$ cat src/rtl/crono_reader.sv
// crono_reader
//   Reads the chronometer registers (hours, minutes, seconds) back from the
//   external RTC over the shared multiplexed AD bus. A rising edge on start
//   runs three read cycles (hours, minutes, seconds). Each cycle is an address
//   phase (ad/cs/wr strobes, address driven on ad_out) followed by a bus
//   turnaround and a data phase (cs/rd strobes, data sampled from ad_in).
//   All three values are published together with a one-cycle done pulse.
//   The bus is released when idle so the chronometer writer can use it.
//
// Ports
//   clock    system clock, rising edge
//   reset    synchronous, active-high reset
//   start    level request; a 0->1 transition starts a transaction
//   ad_in    AD bus value from the pad
//   ad_out   AD bus drive value (register address during the address phase)
//   ad_oe    AD bus output enable, 1 = drive ad_out
//   ctrl_oe  pad enable for ad/cs/wr/rd, 0 = released
//   ad       address strobe, low during the address phase
//   cs       chip select, active low
//   wr       write strobe, active low
//   rd       read strobe, active low
//   horac    last hours value read
//   minc     last minutes value read
//   segc     last seconds value read
//   busy     transaction in progress
//   done     one-cycle pulse when horac/minc/segc are updated
module crono_reader #(
  parameter logic [7:0]  ADDR_H = 8'h43,
  parameter logic [7:0]  ADDR_M = 8'h42,
  parameter logic [7:0]  ADDR_S = 8'h41,
  parameter int unsigned ADDR_W = 4,
  parameter int unsigned TURN   = 3,
  parameter int unsigned RD_W   = 4,
  parameter int unsigned GAP    = 8
) (
  input  logic       clock,
  input  logic       reset,
  input  logic       start,
  input  logic [7:0] ad_in,
  output logic [7:0] ad_out,
  output logic       ad_oe,
  output logic       ctrl_oe,
  output logic       ad,
  output logic       cs,
  output logic       wr,
  output logic       rd,
  output logic [7:0] horac,
  output logic [7:0] minc,
  output logic [7:0] segc,
  output logic       busy,
  output logic       done
);

  localparam int unsigned CNT_W = 16;

  typedef enum logic [3:0] {
    S_IDLE,
    S_SETUP,
    S_AD_LO,
    S_CS_LO,
    S_WR_LO,
    S_A_HOLD,
    S_WR_HI,
    S_CS_HI,
    S_AD_HI,
    S_TURN,
    S_RCS,
    S_RD_LO,
    S_RD_HI,
    S_CS_END,
    S_GAP,
    S_DONE
  } state_t;

  state_t           state;
  state_t           state_nxt;
  logic [CNT_W-1:0] cnt;
  logic [CNT_W-1:0] cnt_nxt;
  logic [1:0]       slot;
  logic [1:0]       slot_nxt;
  logic             start_q;
  logic             armed;
  logic             trig;
  logic [7:0]       sh_h;
  logic [7:0]       sh_m;
  logic [7:0]       sh_s;

  // armed blocks a trigger while start has been high continuously since
  // reset; it is loaded from start at the reset edge so that a start level
  // present during reset never counts as a 0->1 transition.
  assign trig = start & ~start_q & armed;

  function automatic logic [7:0] slot_addr(input logic [1:0] s);
    case (s)
      2'd0:    slot_addr = ADDR_H;
      2'd1:    slot_addr = ADDR_M;
      2'd2:    slot_addr = ADDR_S;
      default: slot_addr = '0;
    endcase
  endfunction

  // Multi-cycle states load cnt with (length-1) on entry and leave at zero.
  always_comb begin
    state_nxt = state;
    cnt_nxt   = cnt;
    slot_nxt  = slot;
    case (state)
      S_IDLE: begin
        if (trig) begin
          state_nxt = S_SETUP;
          slot_nxt  = '0;
        end
      end
      S_SETUP: state_nxt = S_AD_LO;
      S_AD_LO: state_nxt = S_CS_LO;
      S_CS_LO: state_nxt = S_WR_LO;
      S_WR_LO: begin
        state_nxt = S_A_HOLD;
        cnt_nxt   = CNT_W'(ADDR_W - 1);
      end
      S_A_HOLD: begin
        if (cnt != '0) cnt_nxt = cnt - 1'b1;
        else           state_nxt = S_WR_HI;
      end
      S_WR_HI: state_nxt = S_CS_HI;
      S_CS_HI: state_nxt = S_AD_HI;
      S_AD_HI: begin
        state_nxt = S_TURN;
        cnt_nxt   = CNT_W'(TURN - 1);
      end
      S_TURN: begin
        if (cnt != '0) cnt_nxt = cnt - 1'b1;
        else           state_nxt = S_RCS;
      end
      S_RCS: begin
        state_nxt = S_RD_LO;
        cnt_nxt   = CNT_W'(RD_W - 1);
      end
      S_RD_LO: begin
        if (cnt != '0) cnt_nxt = cnt - 1'b1;
        else           state_nxt = S_RD_HI;
      end
      S_RD_HI: state_nxt = S_CS_END;
      S_CS_END: begin
        state_nxt = S_GAP;
        cnt_nxt   = CNT_W'(GAP - 1);
      end
      S_GAP: begin
        if (cnt != '0) begin
          cnt_nxt = cnt - 1'b1;
        end else if (slot == 2'd2) begin
          state_nxt = S_DONE;
        end else begin
          slot_nxt  = slot + 2'd1;
          state_nxt = S_SETUP;
        end
      end
      S_DONE:  state_nxt = S_IDLE;
      default: state_nxt = S_IDLE;
    endcase
    // Slot 3 does not exist; fall back to idle rather than read a bogus address.
    if (state != S_IDLE && slot == 2'd3) begin
      state_nxt = S_IDLE;
      slot_nxt  = '0;
    end
  end

  // Outputs are decoded from the next state so they are registered yet
  // aligned with the state they belong to.
  always_ff @(posedge clock) begin
    if (reset) begin
      state   <= S_IDLE;
      cnt     <= '0;
      slot    <= '0;
      start_q <= 1'b0;
      armed   <= ~start;
      ad_out  <= '0;
      ad_oe   <= 1'b0;
      ctrl_oe <= 1'b0;
      ad      <= 1'b1;
      cs      <= 1'b1;
      wr      <= 1'b1;
      rd      <= 1'b1;
      horac   <= '0;
      minc    <= '0;
      segc    <= '0;
      sh_h    <= '0;
      sh_m    <= '0;
      sh_s    <= '0;
      busy    <= 1'b0;
      done    <= 1'b0;
    end else begin
      start_q <= start;
      armed   <= armed | ~start;
      state   <= state_nxt;
      cnt     <= cnt_nxt;
      slot    <= slot_nxt;

      ctrl_oe <= (state_nxt != S_IDLE) && (state_nxt != S_DONE);
      busy    <= (state_nxt != S_IDLE);
      done    <= (state_nxt == S_DONE);
      ad      <= !(state_nxt inside {S_AD_LO, S_CS_LO, S_WR_LO, S_A_HOLD,
                                     S_WR_HI, S_CS_HI});
      cs      <= !(state_nxt inside {S_CS_LO, S_WR_LO, S_A_HOLD, S_WR_HI,
                                     S_RCS, S_RD_LO, S_RD_HI});
      wr      <= !(state_nxt inside {S_WR_LO, S_A_HOLD});
      rd      <= (state_nxt != S_RD_LO);

      if (state_nxt inside {S_WR_LO, S_A_HOLD, S_WR_HI, S_CS_HI}) begin
        ad_oe  <= 1'b1;
        ad_out <= slot_addr(slot_nxt);
      end else begin
        ad_oe  <= 1'b0;
        ad_out <= '0;
      end

      if (state == S_RD_LO && state_nxt == S_RD_HI) begin
        case (slot)
          2'd0:    sh_h <= ad_in;
          2'd1:    sh_m <= ad_in;
          2'd2:    sh_s <= ad_in;
          default: ;
        endcase
      end

      if (state_nxt == S_DONE) begin
        horac <= sh_h;
        minc  <= sh_m;
        segc  <= sh_s;
      end
    end
  end

endmodule

$ cat config.mk
export PLATFORM = sky130hd
export DESIGN_NAME = crono_reader
export DESIGN_NICKNAME = d
export VERILOG_FILES = /design/src/rtl/crono_reader.sv
export SDC_FILE = /design/constraint.sdc
export NUM_CORES = 1
export LEC_CHECK = 0
export BUFFER_PORTS_ARGS = -buffer_cell sky130_fd_sc_hd__buf_4
export CORE_MARGIN = 2
export CORE_UTILIZATION = 57
export CTS_CLUSTER_DIAMETER = 60
export DETAILED_ROUTE_END_ITERATION = 8
export GPL_ROUTABILITY_DRIVEN = 0
export PLACE_DENSITY = 0.89
export SLEW_MARGIN = 10
export SYNTH_ARGS = -nofsm -noshare
export SYNTH_HDL_FRONTEND = slang
export SYNTH_SLANG_ARGS = --single-unit
export TNS_END_PERCENT = 50
$ cat constraint.sdc
create_clock -name clock -period 2.4 [get_ports clock]
set_clock_uncertainty 0.05 [all_clocks]
set_input_delay 0.48 -clock clock [delete_from_list [all_inputs] [get_ports clock]]
set_output_delay 0.48 -clock clock [all_outputs]
set_load 0.1 [all_outputs]
==> results.json, run 1 <==
{
  "clockRootBuffer": "clkbuf_8",
  "fp.coreArea_um2": 6760,
  "cts_made_buffers": 9,
  "r2r_start": "cnt[1]",
  "die_area_um2": 7600,
  "grtUsageMet2_pct": 44.5,
  "cts_tree": "yes",
  "initial_core_util_pct": 58.4,
  "fill_cells": 416,
  "p_leak_uw": 0.00200,
  "slowest_delay_ns": 0.35,
  "dp.final_hpwl_um": 6470,
  "cp_common_cell": "buf_6",
  "timing.final.crit_period_ns": 2.49,
  "synth-seq-area-share_pct": 42.1,
  "wl_um": 11700,
  "fp.dieW_um": 87.2,
  "critPathCapture": "segc[5]",
  "r2r-end": "segc[5]",
  "yosysWarnings": 0,
  "drc": 0,
  "place_ws_ns": -0.138,
  "tightest_slew_ns": 0.685,
  "cts_htree_levels": 3,
  "layout_setup_ws_ns": -0.0945,
  "p_per_area_nw_per_um2": 1070,
  "antenna_found_initial": 0,
  "fmax_ghz": 0.401,
  "grt-ovfl-total": 0,
  "arrival_ns": 2.66,
  "track_usage_pct": 27.8,
  "nNetsFinal": 522,
  "ant_nets": 0,
  "synthArstFlopShare_pct": 0,
  "grt_pass1_vias": 3476,
  "cp.required_ns": 2.56,
  "cts_hold_buf": 0,
  "drt-pass1-iter-count": 6,
  "drv_slew": 0,
  "io_buffers": 45,
  "timing.hold.ws_ns": 0.266,
  "cap_violations": 0,
  "rr_worst_depth": 10,
  "die_y_um": 87.2,
  "met3_usage_pct": 7.77,
  "clk_path_buf_depth": 2,
  "final_cell_mix": "dfxtp_1, buf_4, nand2b_1",
  "rows": 30,
  "clk_latency_ns": 0.36,
  "startpoint": "cnt[1]",
  "seq_area_um2": 1670,
  "synthToLayoutAreaGrowth_pct": 25.5,
  "power_uw": 5300,
  "multi_input_area_um2": 2240,
  "min_period_over_period_pct": 104,
  "violations": "setup timing",
  "synth_edf_count": 0,
  "ys_types": 60,
  "dr.first_iter.drc_count": 445,
  "hold_path_class": "input port to flop",
  "critPathLaunchType": "flop",
  "synth-seq-cells": 83,
  "grt_max_degree": 74,
  "avgRoutedWirePerCell_um": 19.8,
  "grt_pass1_wl_um": 16600,
  "vias": 3808,
  "critPathMaxFanout": 16,
  "hold_viol": 0,
  "cp-end-kind": "flop",
  "ir_drop_mv": 0.721,
  "clk_pin_slew_ns": 0.09,
  "clock-sinks": 83,
  "r2r_slack_ns": -0.09,
  "critPathSlowestCell": "a211oi_4",
  "syn-cell-area_um2": 3940,
  "avgSynthCellArea_um2": 9.02,
  "placed_cell_area_um2": 4410,
  "path_cells": "inv_2, ha_4, nor4b_4, nand4_2, buf_6, a211oi_4, o211ai_4, buf_6, o21ai_0, a21oi_1",
  "finalSetupViolations": 10,
  "syn_inst": 437,
  "diodes": 0,
  "synthFlopType": "dfxtp_1",
  "worstSetupPathType": "flop to flop",
  "ios": 51,
  "status": "complete, but fails checks",
  "placed_cells": 559,
  "viasPerCell": 6.45,
  "fin_area_um2": 4950,
  "rsz0062_at_grt": "yes",
  "stdcell_count": 590,
  "busiest_layer": "met2",
  "drive_gt1_share_pct": 30.0,
  "use_met1_pct": 34.9,
  "relSlewSlack_pct": 54.3
}
## kinds of logic after synthesis
logic type / Yosys count / share of synthesized area, %
XOR/XNOR: 12 / 2.66
flip-flops: 83 / 42.1
adder cells (fa/ha/maj): 6 / 1.90
multiplexers: 26 / 6.73
buffers and inverters: 44 / 5.90
AND/OR/NAND/NOR: 154 / 22.2
AO/OA/AOI/OAI: 111 / 18.4
other: 1 / 0.0951
## per-layer routing
metal  wire length (um)  up-vias
met2               5490      274
met4                663        0
li1                   -     1667
met1               4490     1805
met3               1050       62
met5                  0        -
## stage by stage
step	utilization [%]	setup TNS, ns
after floorplan	-	0
final	73.3	-0.361
after global placement	65.3	0
after global routing	73.3	-3.26
after CTS	70.1	-0.00258
after detailed placement	65.3	-3.02
## Yosys cell counts (all sizes together), types with 6 or more instances
library cell,count,area share (%)
dfxtp,83,42
nand2b,41,6.5
o21ai,36,4.6
a21oi,35,4.5
nor2,32,3.0
nand3,29,3.9
mux2i,25,6.4
buf,21,3.7
clkbuf,15,1.4
nand2,13,1.2
o211ai,9,2.1
inv,8,0.76
xor2,8,1.8
nor2b,7,1.1
a211oi,6,1.5
ha,6,1.9
nor3,6,0.76
## sequential cells by signal, indices dropped and copies added (netlist names)
name     cells
sh_h         8
slot         2
done         1
cs           1
ad_oe        1
segc         8
state        4
armed        1
sh_m         8
horac        8
ctrl_oe      1
sh_s         8
ad_out       3
wr           1
minc         8
ad           1
start_q      1
rd           1
busy         1
cnt         16
## layout make-up
type | count | share of cell area [%]
Clock inverter | 6 | 0.960
Sequential cell | 83 | 33.6
Clock buffer | 10 | 2.78
Tap cell | 80 | 2.02
Timing Repair Buffer | 88 | 14.7
Inverter | 8 | 0.607
Multi-Input combinational cell | 315 | 45.3
## report_power, final
group	leakage, uW	internal (uW)	total [uW]	switching (uW)
Sequential	0.000672	1470	1580	107
Clock	0.0000933	413	948	535
Combinational	0.00124	1150	2770	1620
## worst max-delay path: cells and delay by family (launching register included)
| kind | cells | cell delay [ns] |
|---|---|---|
| and+or+nand+nor | 2 | 0.42 |
| adders and majority gates | 1 | 0.14 |
| buffers and inverters | 3 | 0.48 |
| DFF | 1 | 0.34 |
| AOI/OAI and AO/OA | 4 | 0.91 |
## worst min path at each step
stage / slack (ns) / cells past startpoint / to / from
finish: 0.27 / 2 / armed / start
global route: 0.28 / 2 / armed / start
CTS: 0.26 / 2 / armed / start
detailed placement: 0.41 / 2 / horac[6] / sh_h[6]
global placement: 0.41 / 2 / armed / armed
floorplan: 0.39 / 2 / horac[0] / sh_h[0]
## repair_timing
action                     4_1_cts  5_1_grt
setup endpoints to repair       51       56
buffers inserted                 7        8
pin swaps                        4       16
gates resized for setup         10       51
gates cloned                     2        1
Power figures use the tool's default switching activity.
==> inputs of run 2 (changes only) <==
--- a/config.mk
+++ b/config.mk
@@ -6,12 +6,14 @@
 export NUM_CORES = 1
 export LEC_CHECK = 0
 export BUFFER_PORTS_ARGS = -buffer_cell sky130_fd_sc_hd__buf_4
+export CORE_ASPECT_RATIO = 1.2
 export CORE_MARGIN = 2
 export CORE_UTILIZATION = 57
 export CTS_CLUSTER_DIAMETER = 60
 export DETAILED_ROUTE_END_ITERATION = 8
 export GPL_ROUTABILITY_DRIVEN = 0
 export PLACE_DENSITY = 0.89
+export RECOVER_POWER = 25
 export SLEW_MARGIN = 10
 export SYNTH_ARGS = -nofsm -noshare
 export SYNTH_HDL_FRONTEND = slang
==> run 2 against run 1 <==
Effect of this change: worst hold slack worse by 0.0057 ns; maximum frequency is essentially flat; the run still ends with setup timing left; non-clock buffer count down 6; die area about the same; count of clock-buffer cells in the layout unchanged; critical endpoint is now sh_h[0]; first-iteration DRC count shrank 11%; largest cell class unchanged.
==> results.json, run 2 (same netlist as run 1, synthesis figures left out) <==
{
  "ant_nets": 0,
  "r2r-end": "sh_h[0]",
  "dp.final_hpwl_um": 6260,
  "antenna_found_initial": 0,
  "cts_made_buffers": 9,
  "critPathCapture": "sh_h[0]",
  "critPathSlowestCell": "dfxtp_1",
  "layout_setup_ws_ns": -0.0930,
  "grt_pass1_vias": 3199,
  "final_common_cell": "dfxtp_1",
  "nNetsFinal": 516,
  "dr.first_iter.drc_count": 395,
  "tightest_slew_ns": 0.665,
  "timing.setup.tns_ns": -0.457,
  "drive_gt1_share_pct": 28.8,
  "rows": 33,
  "grt_pass1_wl_um": 15000,
  "vias": 3557,
  "hold_path_class": "input port to flop",
  "cts_tree": "yes",
  "startpoint": "state[0]",
  "initial_core_util_pct": 58.2,
  "cp.required_ns": 2.64,
  "finalSetupViolations": 9,
  "critPathBufInv": 0,
  "r2r_slack_ns": -0.09,
  "critPathLaunchType": "flop",
  "drt-pass1-iter-count": 5,
  "rr_worst_depth": 6,
  "regMostFlops": "cnt",
  "slowest_delay_ns": 0.54,
  "clk_latency_ns": 0.38,
  "die_y_um": 95.1,
  "p_per_area_nw_per_um2": 1030,
  "fp.dieW_um": 79.9,
  "io_buffers": 45,
  "grt-ovfl-total": 0,
  "grt_max_degree": 74,
  "worstSetupPathType": "flop to flop",
  "violations": "setup timing",
  "final_cell_mix": "dfxtp_1, buf_4, nand2b_1",
  "cp_top_family": "simple AND/OR/NAND/NOR gates",
  "track_usage_pct": 25.1,
  "clk_path_buf_depth": 2,
  "clock-sinks": 83,
  "path_cells": "nand3b_1, and4b_1, a211oi_1, and3b_4, and3_4, mux2i_1",
  "relSlewSlack_pct": 55.7,
  "avgRoutedWirePerCell_um": 17.8,
  "timing.final.crit_period_ns": 2.49,
  "fmax_ghz": 0.401,
  "p_leak_uw": 0.00197,
  "drc": 0,
  "synthToLayoutAreaGrowth_pct": 23.6,
  "min_period_over_period_pct": 104,
  "place_ws_ns": -0.0834,
  "viasPerCell": 6.02,
  "largest_register_ffs": 16,
  "rsz0062_at_grt": "yes",
  "status": "complete, but fails checks",
  "cp-end-kind": "flop",
  "fp.coreArea_um2": 6770,
  "cts_hold_buf": 0,
  "hold_viol": 0,
  "fill_cells": 461,
  "die_area_um2": 7600,
  "clockRootBuffer": "clkbuf_8",
  "critPathMaxFanout": 9,
  "r2r_start": "state[0]",
  "cts_htree_levels": 3,
  "wl_um": 10500,
  "ir_drop_mv": 0.806,
  "ios": 51,
  "worst-path-stages": 6,
  "clk_pin_slew_ns": 0.10,
  "drv_slew": 0,
  "arrival_ns": 2.74,
  "cap_violations": 0,
  "diodes": 0
}
==> run 2: cell types whose count changed in the layout (fill, tap and decap cells not counted), sizes merged <==
cell	before	now
buf	87	82
clkbuf	11	10
clkinv	3	0
clkinvlp	1	2
inv	10	12
==> run 2: cell type report <==
| type | count | area, um2 | share of cell area, % |
|---|---|---|---|
| repair buffers | 82 | 662 | 13.6 |
| inverters | 8 | 30.0 | 0.616 |
| clock inverters | 6 | 52.6 | 1.08 |
| flip-flops and latches | 83 | 1670 | 34.2 |
| clock buffers | 10 | 138 | 2.82 |
| multi-input cells | 315 | 2220 | 45.5 |
| well taps | 87 | 109 | 2.23 |
==> run 2: routing by layer <==
metal / track usage (%) / vias to the layer above / routed length [um]
met5: 0 / - / 0
met4: 10.5 / 0 / 431
met3: 5.78 / 43 / 571
met2: 44.6 / 161 / 5460
met1: 28.9 / 1683 / 4080
li1: - / 1670 / -
==> run 2: how the worst min path moves through the flow <==
stage | cells after the start | from | endpoint | slack (ns)
detailed placement | 2 | sh_s[0] | segc[0] | 0.41
global placement | 2 | armed | armed | 0.41
global route | 2 | start | armed | 0.26
finish | 2 | start | armed | 0.26
floorplan | 2 | sh_h[0] | horac[0] | 0.39
CTS | 2 | start | armed | 0.27
==> run 2: power breakdown <==
group | leakage, uW | total, uW | internal [uW] | switching, uW
Sequential | 0.000672 | 1570 | 1470 | 97.6
Clock | 0.0000918 | 991 | 422 | 569
Combinational | 0.00121 | 2470 | 958 | 1510
Total | 0.00197 | 5030 | 2850 | 2180
==> run 2: what timing repair did <==
item                                    4_1_cts  5_1_grt
buffers inserted                              2        8
pin swaps                                     1       21
resized for setup                             0       70
cloned                                        0        4
endpoints found under the setup margin       49       58
hold endpoints to repair                      0        0
==> run 2: metrics by stage <==
step           std cells  hold slack [ns]  power, uW  utilization, %  area [um2]
4_1_cts              579            0.266       4460            67.9        4600
2_1_floorplan        441            0.394       3040               -        3960
3_3_place_gp         561            0.406       3370            64.9        4400
3_5_place_dp         561            0.413       3410            64.9        4400
5_1_grt              591            0.255       5230            72.0        4880
6_report             591            0.261       5030            72.0        4880
==> inputs of run 3 (changes only) <==
--- a/config.mk
+++ b/config.mk
@@ -5,6 +5,7 @@
 export SDC_FILE = /design/constraint.sdc
 export NUM_CORES = 1
 export LEC_CHECK = 0
+export ABC_AREA = 1
 export BUFFER_PORTS_ARGS = -buffer_cell sky130_fd_sc_hd__buf_4
 export CORE_ASPECT_RATIO = 1.2
 export CORE_MARGIN = 2
==> run 3 against run 2 <==
Effect of this change: the flow now finishes without violations; synthesized cell count is 34% higher; non-clock buffer count fell by 26; clock power up 25%; total power is 22% lower; critical endpoint is now horac[4].
==> results.json, run 3 <==
{
  "synth-seq-cells": 83,
  "finalSetupViolations": 0,
  "dr.first_iter.drc_count": 312,
  "grt_max_degree": 40,
  "ant_nets": 0,
  "clockRootBuffer": "clkbuf_8",
  "cp_top_family": "simple AND/OR/NAND/NOR gates",
  "final_core_util_pct": 68.7,
  "viasPerCell": 5.37,
  "final_cell_mix": "nor2_1, nand2_1, dfxtp_1",
  "fp.coreArea_um2": 6770,
  "placed_cells": 705,
  "critPathLaunchType": "flop",
  "timing.hold.ws_ns": 0.244,
  "rsz0062_at_grt": "yes",
  "diodes": 0,
  "grt_pass1_wl_um": 15200,
  "track_usage_pct": 25.8,
  "die_area_um2": 7620,
  "clk_latency_ns": 0.36,
  "cts_made_buffers": 9,
  "hold_viol": 0,
  "cts_htree_levels": 3,
  "clock-sinks": 83,
  "p_seq_share_pct": 38.0,
  "final_common_cell": "nor2_1",
  "fp.dieW_um": 80.0,
  "yosysMostFrequentCell": "nand2_1",
  "hp-start": "start",
  "clk_path_buf_depth": 2,
  "place_ws_ns": 0.0709,
  "layout_setup_ws_ns": 0.0294,
  "wl_um": 9760,
  "grt_pass1_vias": 3633,
  "cts_hold_buf": 0,
  "cap_violations": 0,
  "vias": 3887,
  "synthArstFlopShare_pct": 0,
  "cts_tree": "yes",
  "synth_top_area_cell": "dfxtp_1",
  "timing.final.crit_period_ns": 2.37,
  "io_buffers": 45,
  "synthFlopType": "dfxtp_1",
  "synth_top_area_share_pct": 42.0,
  "antenna_found_initial": 0,
  "switchingPower_uw": 1440,
  "tightest_slew_ns": 1.19,
  "ios": 51,
  "yosysWarnings": 0,
  "pwr-share-clk_pct": 31.7,
  "met3_usage_pct": 6.44,
  "startpoint": "state[2]",
  "critPathBufInv": 2,
  "syn_inst": 584,
  "cp_common_cell": "nand2_1",
  "internal_power_uw": 2470,
  "die_y_um": 95.2,
  "clk_pin_slew_ns": 0.08,
  "path_cells": "nor2_1, nand2_1, nand2_1, nand2_1, a21oi_4, inv_4, nor2_4, nand2_8, buf_12, o21ai_1, nor2_1",
  "critPathSlowestCell": "dfxtp_1",
  "ir_drop_mv": 0.435,
  "fill_cells": 578,
  "critPathMaxFanout": 20,
  "largest_register_ffs": 16,
  "regMostFlops": "cnt",
  "grtUsageMet2_pct": 48.9,
  "cp-end-kind": "flop",
  "initial_core_util_pct": 58.4,
  "syn-cell-area_um2": 3950,
  "fmax_ghz": 0.422,
  "synthTopCellsByCount": "nand2_1, nor2_1, dfxtp_1",
  "nNetsFinal": 649,
  "synth.top_cells.by_area": "dfxtp_1, nand2_1, nor2_1",
  "dp.final_hpwl_um": 6560,
  "synthToLayoutAreaGrowth_pct": 17.6,
  "p_leak_uw": 0.00220,
  "p_per_area_nw_per_um2": 841,
  "drt-pass1-iter-count": 5,
  "swShare_pct": 36.9,
  "relSlewSlack_pct": 21.0,
  "status": "finished clean",
  "arrival_ns": 2.58,
  "pwr-share-comb_pct": 30.3,
  "cp.required_ns": 2.61,
  "hold_path_class": "input port to flop",
  "avgSynthCellArea_um2": 6.77,
  "drc": 0,
  "min_period_over_period_pct": 98.8,
  "worstSetupPathType": "flop to flop",
  "busiest_layer": "met2",
  "slowest_delay_ns": 0.37,
  "rows": 33,
  "synth_edf_count": 0,
  "stdcell_count": 724,
  "timing.setup.tns_ns": 0,
  "drive_gt1_share_pct": 15.5,
  "drv_slew": 0,
  "ys_types": 33,
  "r2r_start": "state[2]",
  "grt-ovfl-total": 0,
  "avgRoutedWirePerCell_um": 13.5,
  "synth-seq-area-share_pct": 42.0,
  "use_met1_pct": 24.5
}
run 3: cells by family (layout without fill, tap and decap cells):
logic type | count (synthesis) | count (layout) | share of synthesized area, %
compound gates | 64 | 64 | 8.51
other cells | 1 | 5 | 0.0948
xor+xnor | 5 | 5 | 1.11
flops | 83 | 83 | 42.0
simple gates | 306 | 306 | 33.7
buf+inv | 119 | 168 | 12.6
fa+ha+maj | 6 | 6 | 1.90
run 3: metal layers:
| metal | up-vias | part of all wire, % |
|---|---|---|
| li1 | 1900 | - |
| met1 | 1785 | 36 |
| met2 | 152 | 54 |
| met3 | 50 | 5.4 |
| met4 | 0 | 5.2 |
| met5 | - | 0 |
run 3: worst reg2reg max path, delay by kind of cell, from the launching register on:
family | cells | cell delay (ns)
AOI/OAI and AO/OA | 2 | 0.39
DFF | 1 | 0.37
buffers and inverters | 2 | 0.29
and+or+nand+nor | 7 | 1.19
run 3: repair_timing:
action,CTS,global route
setup buffers,0,2
resized for setup,0,21
setup endpoints to repair,0,53
run 3: power groups by stage:
| stage | logic [uW] | clock network, uW | registers, uW |
|---|---|---|---|
| 2_1_floorplan | 642 | 0 | 1720 |
| 3_3_place_gp | 1050 | 0 | 1510 |
| 3_5_place_dp | 1080 | 0 | 1520 |
| 4_1_cts | 1090 | 1260 | 1480 |
| 5_1_grt | 1270 | 1320 | 1490 |
| 6_report | 1180 | 1240 | 1480 |
run 3: cell type report:
type                    count  area, um2  area share, %
clock buffers              10        138           2.96
clock inverters             6        113           2.42
inverters                  95        372           7.99
multi-input cells         386       1880           40.5
flip-flops and latches     83       1660           35.7
well taps                  87        109           2.34
repair buffers             56        369           7.94
repair inverters            1       5.00          0.108
run 3: worst paths after layout:
check	slack [ns]	endpoint	depth (start not counted)
max	0.03	horac[4]	11
min	0.24	armed	2
max reg2reg	0.03	horac[4]	11
min reg2reg	0.40	armed	2
run 3: per-stage QoR:
step	area, um2	total power [uW]
finish	4650	3910
global route	4650	4080
CTS	4620	3840
detailed placement	4370	2600
global placement	4370	2570
floorplan	3970	2360
